**src/rtl/servo_pkg.sv**
```systemverilog
// Shared defaults and the saturating step helper for the servo PWM array.
// Every constant here can be overridden through the top-level parameters.
package servo_pkg;

  localparam int DEF_PERIOD       = 1_000_000;
  localparam int DEF_MIN_PULSE    = 25_000;
  localparam int DEF_MAX_PULSE    = 125_000;
  localparam int DEF_CENTER_PULSE = 75_000;
  localparam int DEF_STEP         = 10_000;
  localparam int DEF_SLEW         = 0;
  localparam int DEF_DEB_CYCLES   = 500_000;
  localparam int DEF_NUM_CH       = 4;
  localparam int DEF_CW           = 20;

  typedef enum logic [1:0] {
    STEP_NONE = 2'd0,
    STEP_DEC  = 2'd1,
    STEP_INC  = 2'd2
  } step_dir_e;

  // Saturating add/sub. The comparison runs before the subtraction so a
  // decrement close to the lower bound clamps instead of wrapping.
  function automatic logic [31:0] clamp_step(
    input logic [31:0] val,
    input step_dir_e   dir,
    input logic [31:0] step,
    input logic [31:0] lo,
    input logic [31:0] hi
  );
    logic [31:0] res;
    res = val;
    case (dir)
      STEP_INC: res = ((val + step) > hi) ? hi : (val + step);
      STEP_DEC: res = (val < (lo + step)) ? lo : (val - step);
      default:  res = val;
    endcase
    return res;
  endfunction

endpackage

```
**src/rtl/servo_btn_debounce.sv**
```systemverilog
// One button input: 2-FF synchroniser, stable-count debouncer and a
// registered one-cycle event on each accepted rising edge.
module servo_btn_debounce
  import servo_pkg::*;
#(
  parameter int DEB_CYCLES = DEF_DEB_CYCLES
) (
  input  logic clk_i,
  input  logic rst_i,
  input  logic btn_i,
  output logic step_o
);

  localparam int DW = (DEB_CYCLES > 1) ? $clog2(DEB_CYCLES) : 1;
  localparam logic [DW-1:0] LAST_COUNT = DW'(DEB_CYCLES - 1);

  logic          sync1_q;
  logic          sync2_q;
  logic          level_q,  level_d;
  logic          levelDly_q;
  logic [DW-1:0] stable_q, stable_d;
  logic          step_q,   step_d;

  // The count only runs while the synchronised input disagrees with the
  // accepted level; agreeing again at any point restarts it from zero.
  always_comb begin
    level_d  = level_q;
    stable_d = '0;
    step_d   = level_q & ~levelDly_q;
    if (sync2_q != level_q) begin
      if (stable_q == LAST_COUNT) begin
        level_d = sync2_q;
      end else begin
        stable_d = stable_q + DW'(1);
      end
    end
  end

  always_ff @(posedge clk_i) begin
    if (rst_i) begin
      sync1_q    <= 1'b0;
      sync2_q    <= 1'b0;
      level_q    <= 1'b0;
      levelDly_q <= 1'b0;
      stable_q   <= '0;
      step_q     <= 1'b0;
    end else begin
      sync1_q    <= btn_i;
      sync2_q    <= sync1_q;
      level_q    <= level_d;
      levelDly_q <= level_q;
      stable_q   <= stable_d;
      step_q     <= step_d;
    end
  end

  assign step_o = step_q;

endmodule

```
**src/rtl/servo_pwm_array.sv**
```systemverilog
// Multi-channel servo PWM: shared frame counter, per-channel button-driven
// targets, frame-boundary width loading with optional slew limit.
module servo_pwm_array
  import servo_pkg::*;
#(
  parameter int PERIOD       = DEF_PERIOD,
  parameter int MIN_PULSE    = DEF_MIN_PULSE,
  parameter int MAX_PULSE    = DEF_MAX_PULSE,
  parameter int CENTER_PULSE = DEF_CENTER_PULSE,
  parameter int STEP         = DEF_STEP,
  parameter int SLEW         = DEF_SLEW,
  parameter int DEB_CYCLES   = DEF_DEB_CYCLES,
  parameter int NUM_CH       = DEF_NUM_CH,
  parameter int CW           = DEF_CW
) (
  input  logic                 clk_i,
  input  logic                 rst_i,
  input  logic [NUM_CH-1:0]    btn_dec_i,
  input  logic [NUM_CH-1:0]    btn_inc_i,
  output logic [NUM_CH-1:0]    pwm_out_o,
  output logic                 frame_start_o,
  output logic [NUM_CH*CW-1:0] width_flat_o
);

  localparam logic [CW-1:0] PERIOD_LAST = CW'(PERIOD - 1);
  localparam logic [CW-1:0] CENTER_W    = CW'(CENTER_PULSE);
  localparam logic [CW-1:0] SLEW_W      = CW'(SLEW);

  logic [CW-1:0]     cnt_q, cnt_d;
  logic              wrap;
  logic [NUM_CH-1:0] decEvt;
  logic [NUM_CH-1:0] incEvt;
  logic [CW-1:0]     target_q [NUM_CH];
  logic [CW-1:0]     target_d [NUM_CH];
  logic [CW-1:0]     active_q [NUM_CH];
  logic [CW-1:0]     active_d [NUM_CH];
  logic [NUM_CH-1:0] pwm_q,   pwm_d;
  logic              frame_q, frame_d;

  for (genvar ch = 0; ch < NUM_CH; ch++) begin : g_btn
    servo_btn_debounce #(.DEB_CYCLES(DEB_CYCLES)) u_dec (
      .clk_i  (clk_i),
      .rst_i  (rst_i),
      .btn_i  (btn_dec_i[ch]),
      .step_o (decEvt[ch])
    );
    servo_btn_debounce #(.DEB_CYCLES(DEB_CYCLES)) u_inc (
      .clk_i  (clk_i),
      .rst_i  (rst_i),
      .btn_i  (btn_inc_i[ch]),
      .step_o (incEvt[ch])
    );
    assign width_flat_o[ch*CW +: CW] = active_q[ch];
  end

  always_comb begin
    wrap  = (cnt_q == PERIOD_LAST);
    cnt_d = wrap ? '0 : (cnt_q + CW'(1));
  end

  // Targets follow button events immediately; the active width only moves
  // on the wrap cycle so a pulse already in progress is never reshaped.
  always_comb begin
    step_dir_e     dir;
    logic [CW-1:0] diff;
    frame_d = (cnt_q == '0);
    for (int i = 0; i < NUM_CH; i++) begin
      dir  = STEP_NONE;
      diff = '0;
      case ({incEvt[i], decEvt[i]})
        2'b10:   dir = STEP_INC;
        2'b01:   dir = STEP_DEC;
        default: dir = STEP_NONE;
      endcase
      target_d[i] = CW'(clamp_step(32'(target_q[i]), dir, 32'(STEP),
                                   32'(MIN_PULSE), 32'(MAX_PULSE)));
      active_d[i] = active_q[i];
      if (wrap) begin
        if (SLEW == 0) begin
          active_d[i] = target_q[i];
        end else if (target_q[i] > active_q[i]) begin
          diff        = target_q[i] - active_q[i];
          active_d[i] = active_q[i] + ((diff > SLEW_W) ? SLEW_W : diff);
        end else begin
          diff        = active_q[i] - target_q[i];
          active_d[i] = active_q[i] - ((diff > SLEW_W) ? SLEW_W : diff);
        end
      end
      pwm_d[i] = (cnt_q < active_q[i]);
    end
  end

  always_ff @(posedge clk_i) begin
    if (rst_i) begin
      cnt_q   <= '0;
      pwm_q   <= '0;
      frame_q <= 1'b0;
      for (int i = 0; i < NUM_CH; i++) begin
        target_q[i] <= CENTER_W;
        active_q[i] <= CENTER_W;
      end
    end else begin
      cnt_q   <= cnt_d;
      pwm_q   <= pwm_d;
      frame_q <= frame_d;
      for (int i = 0; i < NUM_CH; i++) begin
        target_q[i] <= target_d[i];
        active_q[i] <= active_d[i];
      end
    end
  end

  assign pwm_out_o     = pwm_q;
  assign frame_start_o = frame_q;

endmodule

```
**config.mk**
```make
export PLATFORM = sky130hd
export DESIGN_NAME = servo_pwm_array
export DESIGN_NICKNAME = d
export VERILOG_FILES = /design/src/rtl/servo_pkg.sv /design/src/rtl/servo_btn_debounce.sv /design/src/rtl/servo_pwm_array.sv
export SDC_FILE = /design/constraint.sdc
export NUM_CORES = 1
export LEC_CHECK = 0
export CORE_MARGIN = 2
export CORE_UTILIZATION = 25
export DETAILED_ROUTE_END_ITERATION = 10
export GPL_TIMING_DRIVEN = 0
export SLEW_MARGIN = 10
export SYNTH_ARGS = -nofsm -noshare
export SYNTH_HDL_FRONTEND = slang
export SYNTH_SLANG_ARGS = --single-unit
```
**constraint.sdc**
```tcl
create_clock -name clk_i -period 4.5 [get_ports clk_i]
set_clock_uncertainty 0.1 [all_clocks]
set_input_delay 0.45 -clock clk_i [delete_from_list [all_inputs] [get_ports clk_i]]
set_output_delay 0.45 -clock clk_i [all_outputs]
set_load 0.02 [all_outputs]
```
==> out/results.txt, run 1 <==
The flow ran to the end, and the final reports show no timing, DRC or antenna violations. For this run, design rule violations remaining after detail routing come to 0. The average routed wire per standard cell came out at 15.9 um. The largest stage delay on the critical path is 510 ps. The area growth from synthesis to layout is 18.8%.

The number of H-tree levels is 2. Among cell families on the critical path, the largest total delay comes from compound AO/OA/AOI/OAI gates. Based on the critical path, the design can be clocked at up to 272 MHz.

The buffers plus inverters on the worst setup path is 2, and the total of cells resized after clock tree synthesis is 0. The logs give 353 for the number of clock sinks seen by CTS and 0.252 for the starting density of the core. The run gives 3516 as the non-filler instance count after layout. The first global-routing pass estimated 88.7 mm of wire. The run gives 17200 as the vias after detailed routing. Counting I/O delays and the setup requirement, the final critical path takes 3680 ps.

Setup violations remaining at the end of the flow were counted as 0. Portion of synthesized cell area occupied by the leading cell type: 0.371. The initial antenna violation count is 1. Of all cell types, the one taking the most synthesized area is sky130_fd_sc_hd__dfxtp_1.

The maximum fanout count along the critical path was 10; the weighted congestion at the end of routability-driven global placement was 0.927. The tool flagged a number of max-cap violations equal to 0. Hold repair after CTS inserted 0 buffers.

The endpoint kind of the worst setup timing path was a flop. The detail route stage leaves a number of antenna-violating nets equal to 0. The worst setup path is of the reg2reg kind. By area the synthesized netlist is led by sky130_fd_sc_hd__dfxtp_1 37%, sky130_fd_sc_hd__ha_1 6.4%, sky130_fd_sc_hd__nor2_1 5.7%. The Yosys step of the flow raised 0 warnings. Before antenna repair, the detailed router went through 5 iterations. After legalization and detailed placement, the total HPWL measured 40.5 mm.

At the worst endpoint, the required time is 4810 ps. The final layout contains routed wiring with a total length of 56.0 mm. The run gives 8.25 nW as the leakage power figure.

At the end of the flow, the number of nets in the layout was 2613. The arrival time reported for the critical path endpoint is 3990 ps. The die covers 78500 um^2. Post-CTS repair timing setup buffer count: 0. The number of instances in the placed design was 3439; the post-synthesis instance area was 19100 um^2. Synthesis handed over a netlist of 2368 instances. Yosys mapped a number of flops with a built-in enable equal to 0. For the pin with the worst max-slew slack, the measured transition is 1020 ps.

The relative max-transition margin came out at 0.322. The run gives 1447 as the detailed router's first-iteration violation count. TritonCTS built the clock tree. The kind of path behind the tightest hold check was reg2reg. The number of buffer cells added on primary ports is 82. Setup repair after global routing left no endpoint under its margin. Hold is met by 273 ps.

Master cell of the clock root buffer: sky130_fd_sc_hd__clkbuf_16. The logs give 87 for the number of distinct standard cells referenced by the synthesized netlist and 16000 for the number of global-route vias before repair. The number of buffers created by CTS is 42. The register area share after synthesis is 0.371. The post-route clock period utilization was 0.817.

The clock slew at the register clock pins of the worst setup and hold paths was 70 ps. The logs give 0 for the overall overflow remaining after global route and 0.140 for the all-layer global routing usage. The power density relative to cell area is 311 nW/um^2. Fraction of final layout cells with drive strength greater than 1: 0.0552. The vertical die dimension came out at 280 um. A synthesized cell averages 8.05 um^2. The flop and latch count out of synthesis was 353.

Walking the worst path, the cells encountered are ha_1 -> clkbuf_1 -> a31oi_1 -> nand2_1 -> a31oi_1 -> xor2_1 -> or4_1 -> clkbuf_1 -> a21oi_1 -> o221ai_1. Top flip-flop cell by instance count after synthesis: sky130_fd_sc_hd__dfxtp_1. The final hold violation count was 0; the antenna diode instance count was 0. The number of pins with negative max-slew slack in the final report was 0; the horizontal die dimension was 280 um.

The maximum count of clock buffers along a single path was 3; the core footprint was 75700 um^2. Summed over all failing endpoints, the final setup total negative slack is 0 ps. During I/O placement, the number of pins put on the boundary was 95. The standard-cell row count was 101.

The average vias per placed instance works out to 4.89. The later pin in the worst-skew pair is clocked with a latency of 590 ps. For the pin count of the biggest net entering global routing, the log shows 14.

The run gives 0.259 mV as the maximum vdd ir drop. For this design, the slowest cell found on the critical path is sky130_fd_sc_hd__or4_1. STA classifies the critical path startpoint as a flop. The async set-reset flop share out of synthesis came out at 0.
[path summary, 6_finish.rpt]
path | from | endpoint | slack [ps] | cells after the start
hold / removal | g_btn[3].u_dec.levelDly_q | g_btn[3].u_dec.step_o | 270 | 1
setup / recovery | target_q[1][5] | target_q[1][7] | 820 | 10
setup reg to reg | target_q[1][5] | target_q[1][7] | 820 | 10
hold reg to reg | g_btn[3].u_dec.levelDly_q | g_btn[3].u_dec.step_o | 270 | 1
[per-stage QoR]
stage                      util  power [mW]  instance area (um^2)  setup slack [ps]
after CTS                 0.299        7.13                 22600               905
after global routing      0.299        7.28                 22600               546
after global placement    0.279        3.45                 21100               753
after floorplan               -        3.37                 19100              1610
final                     0.299        7.04                 22600               821
after detailed placement  0.279        3.45                 21100               800
[sequential cells by signal, summed over array words and instances, names as in the netlist, 20 cells and up]
signal,count
g_btn.u_dec.stable_q,76
active_q,68
g_btn.u_inc.stable_q,76
cnt_q,20
target_q,68
[power by group]
part           switching, mW  total, mW  internal [mW]
Combinational          0.147      0.215         0.0673
Clock                   1.47       3.66           2.20
Sequential            0.0202       3.17           3.15
[synth_stat cells, types with 28 or more instances]
library cell,n
sky130_fd_sc_hd__dfxtp_1,353
sky130_fd_sc_hd__nor2_1,288
sky130_fd_sc_hd__nand2_1,253
sky130_fd_sc_hd__inv_1,135
sky130_fd_sc_hd__a21oi_1,130
sky130_fd_sc_hd__clkbuf_1,119
sky130_fd_sc_hd__xor2_1,104
sky130_fd_sc_hd__ha_1,98
sky130_fd_sc_hd__nand3_1,96
sky130_fd_sc_hd__xnor2_1,80
sky130_fd_sc_hd__o21ai_0,71
sky130_fd_sc_hd__nor2b_1,50
sky130_fd_sc_hd__o211ai_1,42
sky130_fd_sc_hd__nor3_1,41
sky130_fd_sc_hd__and3_1,39
sky130_fd_sc_hd__nand4_1,34
sky130_fd_sc_hd__a31oi_1,29
sky130_fd_sc_hd__nor4_1,28
[per-layer routing]
layer	GRT usage	wire, um	up-vias
li1	-	-	8548
met1	0.191	26300	7954
met2	0.220	24300	571
met3	0.0252	3620	111
met4	0.0487	1750	0
met5	0	0	-
[area by class of cell]
class / count / area (um^2)
Fill cell: 8063 / 53000
Multi-Input combinational cell: 1740 / 10900
Sequential cell: 353 / 7070
Tap cell: 978 / 1220
Clock buffer: 55 / 1200
Timing Repair Buffer: 82 / 821
Buffer: 148 / 619
Inverter: 138 / 518
Clock inverter: 22 / 303
[logic make-up (layout without fill, tap and decap cells)]
family / after synthesis / in the layout / synth area share
flops: 353 / 353 / 0.371
mux: 16 / 16 / 0.00853
buf+inv: 286 / 445 / 0.0597
xor+xnor: 184 / 184 / 0.0846
simple gates: 943 / 943 / 0.237
compound gates: 487 / 487 / 0.175
fa+ha+maj: 98 / 98 / 0.0643
other cells: 1 / 12 / 0.000197
[cell usage in the layout, fill, tap and decap left out, types with 11 or more instances in the layout]
cell and n:
sky130_fd_sc_hd__a211oi_1 24, sky130_fd_sc_hd__o21ai_0 71, sky130_fd_sc_hd__nand2b_1 11, sky130_fd_sc_hd__mux2i_1 14
sky130_fd_sc_hd__clkdlybuf4s50_1 82, sky130_fd_sc_hd__o211ai_1 42, sky130_fd_sc_hd__clkbuf_1 122, sky130_fd_sc_hd__or3_1 26
sky130_fd_sc_hd__clkbuf_16 42, sky130_fd_sc_hd__nor4_1 28, sky130_fd_sc_hd__and3_1 39, sky130_fd_sc_hd__inv_1 135
sky130_fd_sc_hd__a31oi_1 29, sky130_fd_sc_hd__nor3_1 41, sky130_fd_sc_hd__nand3_1 96, sky130_fd_sc_hd__xor2_1 104
sky130_fd_sc_hd__nand4_1 34, sky130_fd_sc_hd__nor4b_1 13, sky130_fd_sc_hd__nor2_1 288, sky130_fd_sc_hd__clkinv_2 11
sky130_fd_sc_hd__conb_1 12, sky130_fd_sc_hd__o31ai_1 16, sky130_fd_sc_hd__nor2b_1 50, sky130_fd_sc_hd__a21oi_1 130
sky130_fd_sc_hd__xnor2_1 80, sky130_fd_sc_hd__dfxtp_1 353, sky130_fd_sc_hd__nand2_1 253, sky130_fd_sc_hd__ha_1 98
sky130_fd_sc_hd__o21a_1 20, sky130_fd_sc_hd__a21o_1 19, sky130_fd_sc_hd__buf_4 13
Note: power is estimated with default switching activity, not from simulation.
==> run 2: changes to the inputs <==
==> constraint.sdc (replaced) <==
create_clock -name clk_i -period 3.76 [get_ports clk_i]
set_clock_uncertainty 0.1 [all_clocks]
set_input_delay 0.376 -clock clk_i [delete_from_list [all_inputs] [get_ports clk_i]]
set_output_delay 0.376 -clock clk_i [all_outputs]
set_load 0.02 [all_outputs]
==> run 2 against run 1 <==
Critical path depth stayed put. Fmax is 5.9% higher. Wire length is 0.13% higher. Total power up 20%. Global-route usage unchanged. Cell count is essentially flat. Setup slack worse by 540 ps. Via count fell by 0.16%. Cell area about the same. Non-clock buffer count down 1. Hold slack lost 27 ps. Critical endpoint is now target_q[1][12]. Largest cell class unchanged.
==> out/results.txt, run 2 (same netlist as run 1, synthesis figures left out) <==
After detailed routing, the number of remaining DRC violations is 0. The area growth from synthesis to layout is 18.9%. In this run the horizontal extent of the chip is 280 um.

Across the VDD grid, the largest voltage drop is 0.309 mV. The final hold violation count was 0. The critical path contains buffers and inverters numbering 2 combined.

Derived from the worst setup path, the maximum achievable clock frequency is 288 MHz. Largest stage delay on the critical path: 510 ps. Clock latency on the worst-skew pair, taken at its later pin, is 590 ps. Walking the worst path, the cells encountered are buf_2 -> inv_1 -> ha_1 -> or3b_2 -> a2111oi_1 -> o21ai_0 -> a31oi_1 -> or4_1 -> nand2_1 -> o41ai_1. The final critical path time including I/O delays and setup was 3470 ps.

Dividing the detail-routed via count by the number of cells gives 4.88. The worst setup path is launched from a flop. From bottom edge to top edge, the die measures 280 um. Fraction of final layout cells with drive strength greater than 1: 0.0560. The tools report the starting density of the core as 0.252. The logs give 0.140 for the all-layer global routing usage and 88.7 mm for the first-pass GRT wire length.

The run gives 95 as the I/O pin count. The leakage power figure was 8.25 nW. In this run the clock root is driven by a sky130_fd_sc_hd__clkbuf_16. The standard-cell row count was 101; the detailed-routing wirelength on met1 was 26.5 mm.

After legalization and detailed placement, the total HPWL measured 40.5 mm. For the length of routed met2 wiring, the log shows 24.4 mm. Setup repair after global routing left no endpoint under its margin. The clock slew at the register clock pins of the worst setup and hold paths came out at 60 ps. The critical path is of the reg2reg type. In the layout the commonest cells are 353 x sky130_fd_sc_hd__dfxtp_1, 288 x sky130_fd_sc_hd__nor2_1, 253 x sky130_fd_sc_hd__nand2_1, 135 x sky130_fd_sc_hd__inv_1, 129 x sky130_fd_sc_hd__a21oi_1. Along the worst path, the maximum fanout reaches 9.

Setup violations remaining at the end of the flow were counted as 0. For the area taken by multi-input logic gates, the log shows 10900 um^2. The pin count of the biggest net entering global routing came out at 14. The core region is 75700 um^2. The tools report the total placed instance area as 21100 um^2.

The total die area is 78500 um^2, and the detailed router's first-iteration violation count is 1408. The number of buffers created by CTS is 42, and the post-route clock period utilization is 0.924. The finished cells cover 22700 um^2.

The net total in the final layout was 2612. The critical path's top delay family is compound AO/OA/AOI/OAI gates. The quantity of hold-fixing buffers added after cts was 0; the routed length on met3 was 3.41 mm. During placement, the flow inserted port buffers numbering 82.

The number of max-cap violations was 0. 0 antenna diodes ended up in the layout. The logs give 4160 ps for the required time reported for the critical path endpoint and 0 ps for the summed negative setup slack over all endpoints. The logs give 3 for the maximum count of clock buffers along a single path and 8 for the total iterations of the first detailed-routing run. CTS built an H-tree with a depth of 2. Counting every sink on the clock net gives 353.

For the pin with the worst max-slew slack, the measured transition is 996 ps. After detailed routing, no signal wire sits above met4. TritonCTS built the clock tree. After detailed routing, the total wire length is 56.0 mm. Number of global-route vias before repair: 16000. STA classifies the critical path endpoint as a flop.

The overall overflow remaining after global route was 0; the relative max-transition margin was 0.336. For the initial antenna violation count, the log shows 1. The congestion estimate from routability-driven global placement came to 0.927. The worst hold path belongs to the class in2reg.

The run gives 17200 as the vias after detailed routing. For the number of pins with negative max-slew slack in the final report, the log shows 0. Data arrives at the worst endpoint at 3870 ps. The largest registers in the layout are g_btn.u_dec.stable_q (76), g_btn.u_inc.stable_q (76).

The sequential cells in the finished layout cover a total of 7070 um^2. The count of nets left with antenna violations once routing finished came out at 0. On the critical path, the stage with the largest delay is an instance of sky130_fd_sc_hd__a2111oi_1.

The flow ran to the end, and the final reports show no timing, DRC or antenna violations. The average routed wire per standard cell came out at 15.9 um. Power density relative to cell area: 372 nW/um^2. Fill cells in the final layout number 8060. Leaving out fill and tap cells, the most frequent cell in the layout is sky130_fd_sc_hd__dfxtp_1.
-- run 2: report_power, final --
| group | total [mW] | leakage (nW) | switching [mW] | internal, mW |
|---|---|---|---|---|
| registers | 3.79 | 2.85 | 0.0242 | 3.77 |
| clock network | 4.39 | 0.748 | 1.76 | 2.63 |
| logic | 0.257 | 4.65 | 0.176 | 0.0806 |
-- run 2: timing repair --
item,in CTS,in global routing
buffers inserted,0,0
endpoints found under the setup margin,0,9
resized for setup,0,3
endpoints found under the hold margin,0,0
-- run 2: per-layer routing --
| metal | vias to the layer above | track usage |
|---|---|---|
| met5 | - | 0 |
| met4 | 0 | 0.0487 |
| met3 | 111 | 0.0252 |
| met2 | 523 | 0.220 |
| met1 | 7973 | 0.191 |
| li1 | 8550 | - |
-- run 2: layout make-up --
| class | count | share of cell area |
|---|---|---|
| flip-flops and latches | 353 | 0.312 |
| inverters | 138 | 0.0229 |
| repair buffers | 82 | 0.0362 |
| well taps | 978 | 0.0540 |
| plain buffers | 147 | 0.0272 |
| clock inverters | 22 | 0.0134 |
| multi-input cells | 1740 | 0.481 |
| clock buffers | 55 | 0.0530 |
-- run 2: worst paths after layout --
check,from,endpoint,slack [ps],cells past startpoint
worst min-delay path,btn_inc_i[0],g_btn[0].u_inc.sync1_q,250,2
worst max-delay path,target_q[1][4],target_q[1][12],290,10
worst min register to register,g_btn[3].u_dec.levelDly_q,g_btn[3].u_dec.step_o,270,1
worst max register to register,target_q[1][4],target_q[1][12],290,10
-- run 2: stage by stage --
stage	setup slack [ps]	hold slack, ps	util	power [mW]	instances
3_5_place_dp	134	272	0.279	4.13	3439
5_1_grt	72.6	235	0.299	8.71	3515
2_1_floorplan	873	267	-	4.03	2379
4_1_cts	165	201	0.299	8.53	3516
6_report	285	246	0.299	8.43	3515
3_3_place_gp	86.8	270	0.279	4.13	3439
